`src/rtl/inst_fetch_pkg.sv`:
```
// Shared constants, state encoding and helpers for the instruction-fetch stage.
// Optional misaligned-fetch exception support is selected with INST_FETCH_ADEL_EN.
package inst_fetch_pkg;

  localparam int INST_ADDR   = 32;
  localparam int INST_DATA   = 32;
  localparam int STALL_WIDTH = 2;

  localparam logic        CHIP_ENABLE  = 1'b1;
  localparam logic        CHIP_DISABLE = 1'b0;
  localparam logic [31:0] ZERO_WORD    = 32'h0000_0000;
  localparam logic [31:0] PC_STEP      = 32'd4;

  typedef enum logic [0:0] {
    FETCH_BOOT = 1'b0,
    FETCH_RUN  = 1'b1
  } fetch_state_e;

  function automatic logic is_misaligned(input logic [1:0] low_bits);
    return (low_bits != 2'b00);
  endfunction

endpackage

```
`src/rtl/inst_fetch_if.sv`:
```
// Instruction-memory bus: the fetch stage is the master, the memory the slave.
interface inst_fetch_if #(
  parameter int ADDR_W = 32,
  parameter int DATA_W = 32
);
  logic              rom_ce;
  logic [ADDR_W-1:0] rom_addr;
  logic [DATA_W-1:0] rom_inst;

  modport master (output rom_ce, output rom_addr, input rom_inst);
  modport slave  (input rom_ce, input rom_addr, output rom_inst);
endinterface

```
`src/rtl/inst_fetch_pc_reg.sv`:
```
// Fetch state machine and next-PC selection; drives the memory chip-enable and address.
// With INST_FETCH_ADEL_EN, misaligned targets are kept and a misaligned PC parks until flush.
module inst_fetch_pc_reg
  import inst_fetch_pkg::*;
#(
  parameter int                ADDR_W   = INST_ADDR,
  parameter logic [ADDR_W-1:0] RESET_PC = '0
) (
  input  logic              clk,
  input  logic              rst,
  input  logic              hold_pc,
  input  logic              flush,
  input  logic [ADDR_W-1:0] new_pc,
  input  logic              branch_flag,
  input  logic [ADDR_W-1:0] branch_target,
  output logic              rom_ce,
  output logic [ADDR_W-1:0] pc
);

  fetch_state_e      state_r, state_next_s;
  logic [ADDR_W-1:0] pc_r, pc_next_s;
  logic [ADDR_W-1:0] flush_target_s, branch_target_s;

`ifdef INST_FETCH_ADEL_EN
  assign flush_target_s  = new_pc;
  assign branch_target_s = branch_target;
`else
  assign flush_target_s  = {new_pc[ADDR_W-1:2], 2'b00};
  assign branch_target_s = {branch_target[ADDR_W-1:2], 2'b00};
`endif

  // State register: BOOT after reset, RUN forever after.
  always_ff @(posedge clk or negedge rst) begin
    if (!rst) state_r <= FETCH_BOOT;
    else      state_r <= state_next_s;
  end

  // Next-state logic.
  always_comb begin
    state_next_s = state_r;
    case (state_r)
      FETCH_BOOT: state_next_s = FETCH_RUN;
      FETCH_RUN:  state_next_s = FETCH_RUN;
      default:    state_next_s = FETCH_BOOT;
    endcase
  end

  // Output decode: memory enabled only while running on an aligned PC.
  always_comb begin
    rom_ce = CHIP_DISABLE;
    case (state_r)
      FETCH_RUN: begin
`ifdef INST_FETCH_ADEL_EN
        if (is_misaligned(pc_r[1:0])) rom_ce = CHIP_DISABLE;
        else                          rom_ce = CHIP_ENABLE;
`else
        rom_ce = CHIP_ENABLE;
`endif
      end
      default: rom_ce = CHIP_DISABLE;
    endcase
  end

  // Next-PC mux: flush beats stall, stall beats branch, branch beats sequential.
  always_comb begin
    pc_next_s = pc_r;
    if (state_r != FETCH_RUN)              pc_next_s = RESET_PC;
    else if (flush)                        pc_next_s = flush_target_s;
    else if (hold_pc)                      pc_next_s = pc_r;
`ifdef INST_FETCH_ADEL_EN
    else if (is_misaligned(pc_r[1:0]))    pc_next_s = pc_r;
`endif
    else if (branch_flag)                  pc_next_s = branch_target_s;
    else                                   pc_next_s = pc_r + ADDR_W'(PC_STEP);
  end

  // PC register.
  always_ff @(posedge clk or negedge rst) begin
    if (!rst) pc_r <= RESET_PC;
    else      pc_r <= pc_next_s;
  end

  assign pc = pc_r;

endmodule

```
`src/rtl/inst_fetch.sv`:
```
// Instruction-fetch stage: PC/memory requester plus the IF/ID pipeline register.
// Define INST_FETCH_ADEL_EN to raise id_excp_adel on misaligned fetch addresses.
module inst_fetch
  import inst_fetch_pkg::*;
#(
  parameter int                ADDR_W   = INST_ADDR,
  parameter int                DATA_W   = INST_DATA,
  parameter logic [ADDR_W-1:0] RESET_PC = '0
) (
  input  logic                   clk,
  input  logic                   rst,
  input  logic [STALL_WIDTH-1:0] stall,
  input  logic                   flush,
  input  logic [ADDR_W-1:0]      new_pc,
  input  logic                   branch_flag_i,
  input  logic [ADDR_W-1:0]      branch_target_i,
  inst_fetch_if.master           rom,
  output logic [ADDR_W-1:0]      id_pc,
  output logic [DATA_W-1:0]      id_inst,
  output logic                   id_valid
`ifdef INST_FETCH_ADEL_EN
  ,
  output logic                   id_excp_adel
`endif
);

  logic              rom_ce_s;
  logic [ADDR_W-1:0] pc_s;
  logic [ADDR_W-1:0] id_pc_next_s;
  logic [DATA_W-1:0] id_inst_next_s;
  logic              id_valid_next_s;
  logic              id_adel_next_s;
  logic              id_adel_r;

  inst_fetch_pc_reg #(
    .ADDR_W   (ADDR_W),
    .RESET_PC (RESET_PC)
  ) u_pc_reg (
    .clk           (clk),
    .rst           (rst),
    .hold_pc       (stall[0]),
    .flush         (flush),
    .new_pc        (new_pc),
    .branch_flag   (branch_flag_i),
    .branch_target (branch_target_i),
    .rom_ce        (rom_ce_s),
    .pc            (pc_s)
  );

  assign rom.rom_ce   = rom_ce_s;
  assign rom.rom_addr = pc_s;

  // IF/ID next value: flush, hold, stall bubble, idle bubble, then a real fetch.
  always_comb begin
    id_pc_next_s    = id_pc;
    id_inst_next_s  = id_inst;
    id_valid_next_s = id_valid;
    id_adel_next_s  = id_adel_r;
    if (flush || (stall[0] && !stall[1])) begin
      id_pc_next_s    = ADDR_W'(ZERO_WORD);
      id_inst_next_s  = DATA_W'(ZERO_WORD);
      id_valid_next_s = 1'b0;
      id_adel_next_s  = 1'b0;
    end else if (stall[1]) begin
      id_pc_next_s    = id_pc;
      id_inst_next_s  = id_inst;
      id_valid_next_s = id_valid;
      id_adel_next_s  = id_adel_r;
`ifdef INST_FETCH_ADEL_EN
    end else if (is_misaligned(pc_s[1:0])) begin
      id_pc_next_s    = pc_s;
      id_inst_next_s  = DATA_W'(ZERO_WORD);
      id_valid_next_s = 1'b1;
      id_adel_next_s  = 1'b1;
`endif
    end else if (rom_ce_s == CHIP_DISABLE) begin
      id_pc_next_s    = ADDR_W'(ZERO_WORD);
      id_inst_next_s  = DATA_W'(ZERO_WORD);
      id_valid_next_s = 1'b0;
      id_adel_next_s  = 1'b0;
    end else begin
      id_pc_next_s    = pc_s;
      id_inst_next_s  = rom.rom_inst;
      id_valid_next_s = 1'b1;
      id_adel_next_s  = 1'b0;
    end
  end

  // IF/ID pipeline register.
  always_ff @(posedge clk or negedge rst) begin
    if (!rst) begin
      id_pc     <= ADDR_W'(ZERO_WORD);
      id_inst   <= DATA_W'(ZERO_WORD);
      id_valid  <= 1'b0;
      id_adel_r <= 1'b0;
    end else begin
      id_pc     <= id_pc_next_s;
      id_inst   <= id_inst_next_s;
      id_valid  <= id_valid_next_s;
      id_adel_r <= id_adel_next_s;
    end
  end

`ifdef INST_FETCH_ADEL_EN
  assign id_excp_adel = id_adel_r;
`endif

endmodule

```
`src/flat_wrapper.sv`:
```
// flat-port wrapper written by rule: the top's interface ports become plain ports
module inst_fetch_flat import inst_fetch_pkg::*;
#(
  parameter int                ADDR_W   = INST_ADDR,
  parameter int                DATA_W   = INST_DATA,
  parameter logic [ADDR_W-1:0] RESET_PC = '0
)
  (clk, rst, stall, flush, new_pc, branch_flag_i, branch_target_i, id_pc, id_inst, id_valid, rom_rom_ce, rom_rom_addr, rom_rom_inst);
  inst_fetch_if #(.ADDR_W(ADDR_W), .DATA_W(DATA_W)) rom_i ();
  input  logic clk;
  input  logic rst;
  input  logic [STALL_WIDTH-1:0] stall;
  input  logic flush;
  input  logic [ADDR_W-1:0] new_pc;
  input  logic branch_flag_i;
  input  logic [ADDR_W-1:0] branch_target_i;
  output logic [ADDR_W-1:0] id_pc;
  output logic [DATA_W-1:0] id_inst;
  output logic id_valid;
  output wire logic [$bits(rom_i.rom_ce)-1:0] rom_rom_ce;
  output wire logic [$bits(rom_i.rom_addr)-1:0] rom_rom_addr;
  input wire logic [$bits(rom_i.rom_inst)-1:0] rom_rom_inst;
  assign rom_rom_ce = rom_i.rom_ce;
  assign rom_rom_addr = rom_i.rom_addr;
  assign rom_i.rom_inst = rom_rom_inst;
  inst_fetch #(.ADDR_W(ADDR_W), .DATA_W(DATA_W), .RESET_PC(RESET_PC)) u_core (.clk(clk), .rst(rst), .stall(stall), .flush(flush), .new_pc(new_pc), .branch_flag_i(branch_flag_i), .branch_target_i(branch_target_i), .rom(rom_i), .id_pc(id_pc), .id_inst(id_inst), .id_valid(id_valid));
endmodule
```
`config.mk`:
```
export PLATFORM = sky130hd
export DESIGN_NAME = inst_fetch_flat
export DESIGN_NICKNAME = d
export VERILOG_FILES = /design/src/rtl/inst_fetch_pkg.sv /design/src/rtl/inst_fetch_if.sv /design/src/rtl/inst_fetch_pc_reg.sv /design/src/rtl/inst_fetch.sv /design/src/flat_wrapper.sv
export SDC_FILE = /design/constraint.sdc
export NUM_CORES = 1
export LEC_CHECK = 0
export BUFFER_PORTS_ARGS = -buffer_cell sky130_fd_sc_hd__buf_2
export CAP_MARGIN = 40
export CORE_MARGIN = 4
export CORE_UTILIZATION = 47
export CTS_BUF_LIST = sky130_fd_sc_hd__clkbuf_8
export DETAILED_ROUTE_END_ITERATION = 12
export GPL_ROUTABILITY_DRIVEN = 0
export PLACE_DENSITY = 0.79
export SLEW_MARGIN = 20
export SYNTH_ARGS = -nofsm -noshare
export SYNTH_HDL_FRONTEND = slang
export SYNTH_HIERARCHICAL = 1
export SYNTH_SLANG_ARGS = --single-unit
```
`constraint.sdc`:
```
create_clock -name clk -period 1.82 [get_ports clk]
set_input_delay 0.091 -clock clk [delete_from_list [all_inputs] [get_ports clk]]
set_output_delay 0.091 -clock clk [all_outputs]
set_load 0.02 [all_outputs]
```
==> results.yml <==
sta:
  clock_skew_ns: 0.0100
  finalWorstPathRequiredPeriod_ns: 1.93
  finalSetupViolations: 2
  tightest_slew_ns: 0.519
  timing.final.hold_violations: 0
  final.period_utilization_pct: 106
  finalHoldWorstSlack_ns: 0.0190
  report.final.slew_viol_count: 0
  fmax_mhz: 519
  rsz_0062_raised_after_global_routing: "yes"
  worst_setup_slack_final_ns: -0.107
  worst_slew_margin_rel_pct: 65.4
worst_setup_path:
  cp_launch_point: "u_core/u_pc_reg/pc[3]"
  crit_type: "flip-flop to flip-flop"
  cp_data_required_time_ns: 2.10
  regToRegStartpoint: "u_core/u_pc_reg/pc[3]"
  rrSetupSlack_ns: -0.11
  timing.critical_path.to_type: "flip-flop"
  critical_path_fanouts_max: 5
  timing.critical_path.from_type: "flip-flop"
  worstPathArrival_ns: 2.21
synthesis:
  synth_area_per_cell_sq_um: 9.31
  synth_simple_gate_area_share_pct: 29.3
  synthArstFlopShare_pct: 100
  synth-main-ff-cell: "dfrtp_1"
  synth-edff-count: 0
  synthMuxAreaShare_pct: 1.42
  yosysWarningCount: 6
  post_synth_inst_count: 616
  yosys.area_share.adder_pct: 0.218
  synth.yosys.seq_area_share_pct: 41.9
  synth_top_family_by_area: "simple AND/OR/NAND/NOR gates"
  synth_xor_xnor_area_share_pct: 0.611
  ys_types: 69
  area_fraction_in_compound_gates_after_synthesis_pct: 19.1
  post_synthesis_cell_area_sq_mm: 0.00574
  yosys_reg_bits: 96
power:
  power.internal_uw: 3360
  switching_share_pct: 30.6
  share_seq_of_total_power_pct: 46.8
  leakage_component_of_the_power_uw: 0.00362
  relative_contribution_of_combinational_cells_to_total_power_pct: 23.0
  ir_drop_mv: 0.458
  netSwitchingPower_uw: 1480
  power_per_cell_area_mw_per_mm2: 632
  clkPwrFrac_pct: 30.2
placement:
  dp_hpwl_um: 12800
  place_inst: 956
  place.port_buffers: 193
  postPlaceCellArea_sq_mm: 0.00703
  pre_cts_slack_ns: -0.0850
floorplanning:
  die_width_um: 118
  chipHeight_um: 118
  floorplan.io_pins: 200
  design.die.area_sq_mm: 0.0140
  core_area_sq_mm: 0.0120
  starting_density_of_the_core_pct: 48.0
  core.rowCount: 40
run:
  maxCapViolCount: 0
cts:
  tritoncts: "built"
  ctsLongestPathBuffers: 2
  insertion_delay_ns: 0.37
  clk_sinks: 96
  htree_levels: 3
  numCtsBuffers: 9
  clkSlewWorstSetupHoldPaths_ns: 0.10
  ctsRootBufferMaster: "clkbuf_8"
status:
  outcome: "finished, violations left"
  failed_checks: "setup timing"
route:
  vias_per_cell: 5.99
  via_count: 6056
  antenna_nets_post_route: 0
  route.detailed.drc: 0
  avgRoutedWirePerCell_um: 18.6
  wirelength_um: 18800
  first_pass_iters: 5
  detail_route.iter0.violations: 636
global_route:
  grt_start_max_net_pins: 97
  globalRouteTotalUtil_pct: 25.8
  grt_antenna_before_repair: 0
  grt_pass1_vias: 5880
  grt_remaining_overflow: 0
  grt_pass1_wl_um: 29800
final_layout:
  syn2layout_area_growth_pct: 33.6
  post_layout_nonfiller_instances: 1011
  final_cell_area_sq_mm: 0.00766
  antenna_cells: 0
  drive_gt1_share_pct: 35.2
  fillerInstances: 1003
  final_net_count: 962
  utilization_pct: 64.1
hold_path:
  worstHoldStart: "rom_rom_inst[5]"
  hold_path_class: "input port to flip-flop"
==> power by group through the flow <==
stage,registers [uW],clock network [uW],logic (uW)
CTS,2270,1490,1080
global route,2280,1580,1200
finish,2270,1460,1110
global placement,2300,0,994
detailed placement,2310,0,1020
floorplan,2440,0,441
==> cells in the mapped netlist (all sizes together), types with 4 or more instances <==
library cell,number,area (sq um)
dfrtp,96,2400
nand2,94,353
a21oi,86,434
nand4bb,64,721
clkbuf,31,156
nor2,31,116
o21ai,24,120
buf,23,171
and3,16,104
nand3,11,60.1
o22ai,10,62.6
inv,9,33.8
nand4,8,71.3
mux2i,7,70.1
nor3,7,35.0
a31oi,6,37.5
and2,6,41.3
nor4,6,52.6
o21a,6,45.0
a22oi,5,37.5
o211ai,5,37.5
a211oi,4,30.0
a221oi,4,35.0
dlymetal6s2s,4,50.1
nand2b,4,25.0
o211a,4,40.0
==> repair_timing <==
action                                  4_1_cts  5_1_grt
pin swaps                                     3        1
endpoints found under the setup margin        3        8
hold buffers                                 33        1
buffers inserted                              1        4
hold endpoints to repair                    128        1
gates resized for setup                       4        7
==> state kept, by name (all words and copies together) (netlist names) <==
name                     flops
u_core/u_pc_reg/state_r      1
u_core/id_inst              32
u_core/id_valid              1
u_core/u_pc_reg/pc          30
u_core/id_pc                32
==> cells by family (layout without fill, tap and decap cells) <==
| family | after synthesis | after routing |
|---|---|---|
| xor+xnor | 4 | 4 |
| mux | 8 | 8 |
| buf+inv | 68 | 315 |
| flops | 96 | 96 |
| fa+ha+maj | 1 | 1 |
| other cells | 2 | 3 |
| simple gates | 259 | 259 |
| compound gates | 178 | 178 |
==> metal layers <==
| metal | up-vias | part of all wire, % | GRT usage [%] |
|---|---|---|---|
| met1 | 2877 | 40 | 32.8 |
| met3 | 56 | 9.1 | 4.88 |
| met2 | 357 | 48 | 43.3 |
| met4 | 0 | 2.7 | 10.5 |
| met5 | - | 0 | 0 |
| li1 | 2766 | - | - |
==> worst max-delay path, cell delays in order (launching register included) <==
cell	delay, ns
dfrtp_2	0.40
ha_4	0.14
nand4_1	0.12
or3_4	0.43
or3b_4	0.39
mux2i_1	0.13
a211oi_1	0.23
==> cell usage in the layout, fill, tap and decap left out, types with 3 or more instances in the layout <==
| cell type | netlist | final |
|---|---|---|
| a211o_1 | 3 | 3 |
| a211oi_1 | 4 | 4 |
| a21oi_1 | 85 | 85 |
| a221oi_1 | 4 | 4 |
| a22oi_1 | 5 | 5 |
| a31oi_1 | 6 | 6 |
| and2_1 | 3 | 3 |
| and2_2 | 3 | 3 |
| and3_1 | 13 | 11 |
| and3_2 | 3 | 3 |
| buf_12 | 1 | 5 |
| buf_2 | 4 | 190 |
| buf_4 | 9 | 60 |
| clkbuf_8 | 4 | 10 |
| conb_1 | 2 | 3 |
| dfrtp_1 | 96 | 90 |
| dfrtp_2 | 0 | 6 |
| dlygate4sd3_1 | 0 | 34 |
| inv_1 | 9 | 9 |
| mux2i_1 | 7 | 7 |
| nand2_1 | 94 | 94 |
| nand2b_1 | 4 | 4 |
| nand3_1 | 10 | 9 |
| nand4_1 | 6 | 6 |
| nand4bb_1 | 64 | 64 |
| nor2_1 | 31 | 30 |
| nor3_1 | 7 | 6 |
| nor4_1 | 5 | 5 |
| o2111ai_1 | 3 | 3 |
| o211a_1 | 4 | 4 |
| o211ai_1 | 5 | 5 |
| o21a_1 | 6 | 6 |
| o21ai_0 | 24 | 24 |
| o22ai_1 | 10 | 10 |
| o31ai_1 | 3 | 3 |
| xnor2_1 | 3 | 3 |
==> worst paths after layout <==
path / endpoint / cells after the start
hold reg to reg: u_core/id_inst[8] / 2
min in group asynchronous: u_core/u_pc_reg/pc[25] / 3
setup reg to reg: u_core/u_pc_reg/pc[30] / 6
hold / removal: u_core/id_inst[5] / 3
setup / recovery: u_core/u_pc_reg/pc[30] / 6
max in group asynchronous: u_core/id_inst[21] / 3
==> through the flow <==
stage / total power [uW] / TNS, ns
4_1_cts: 4850 / -0.127
3_3_place_gp: 3300 / -0.0412
3_5_place_dp: 3330 / -0.141
6_report: 4840 / -0.123
2_1_floorplan: 2880 / -0.564
5_1_grt: 5060 / -0.408
==> layout make-up <==
| type | count | area (sq um) | share of cell area, % |
|---|---|---|---|
| multi-input cells | 453 | 2980 | 38.9 |
| flip-flops and latches | 96 | 2410 | 31.4 |
| repair buffers | 290 | 1850 | 24.2 |
| well taps | 147 | 184 | 2.40 |
| clock buffers | 10 | 138 | 1.80 |
| clock inverters | 6 | 67.6 | 0.881 |
| inverters | 9 | 33.8 | 0.441 |
Power figures use the tool's default switching activity.
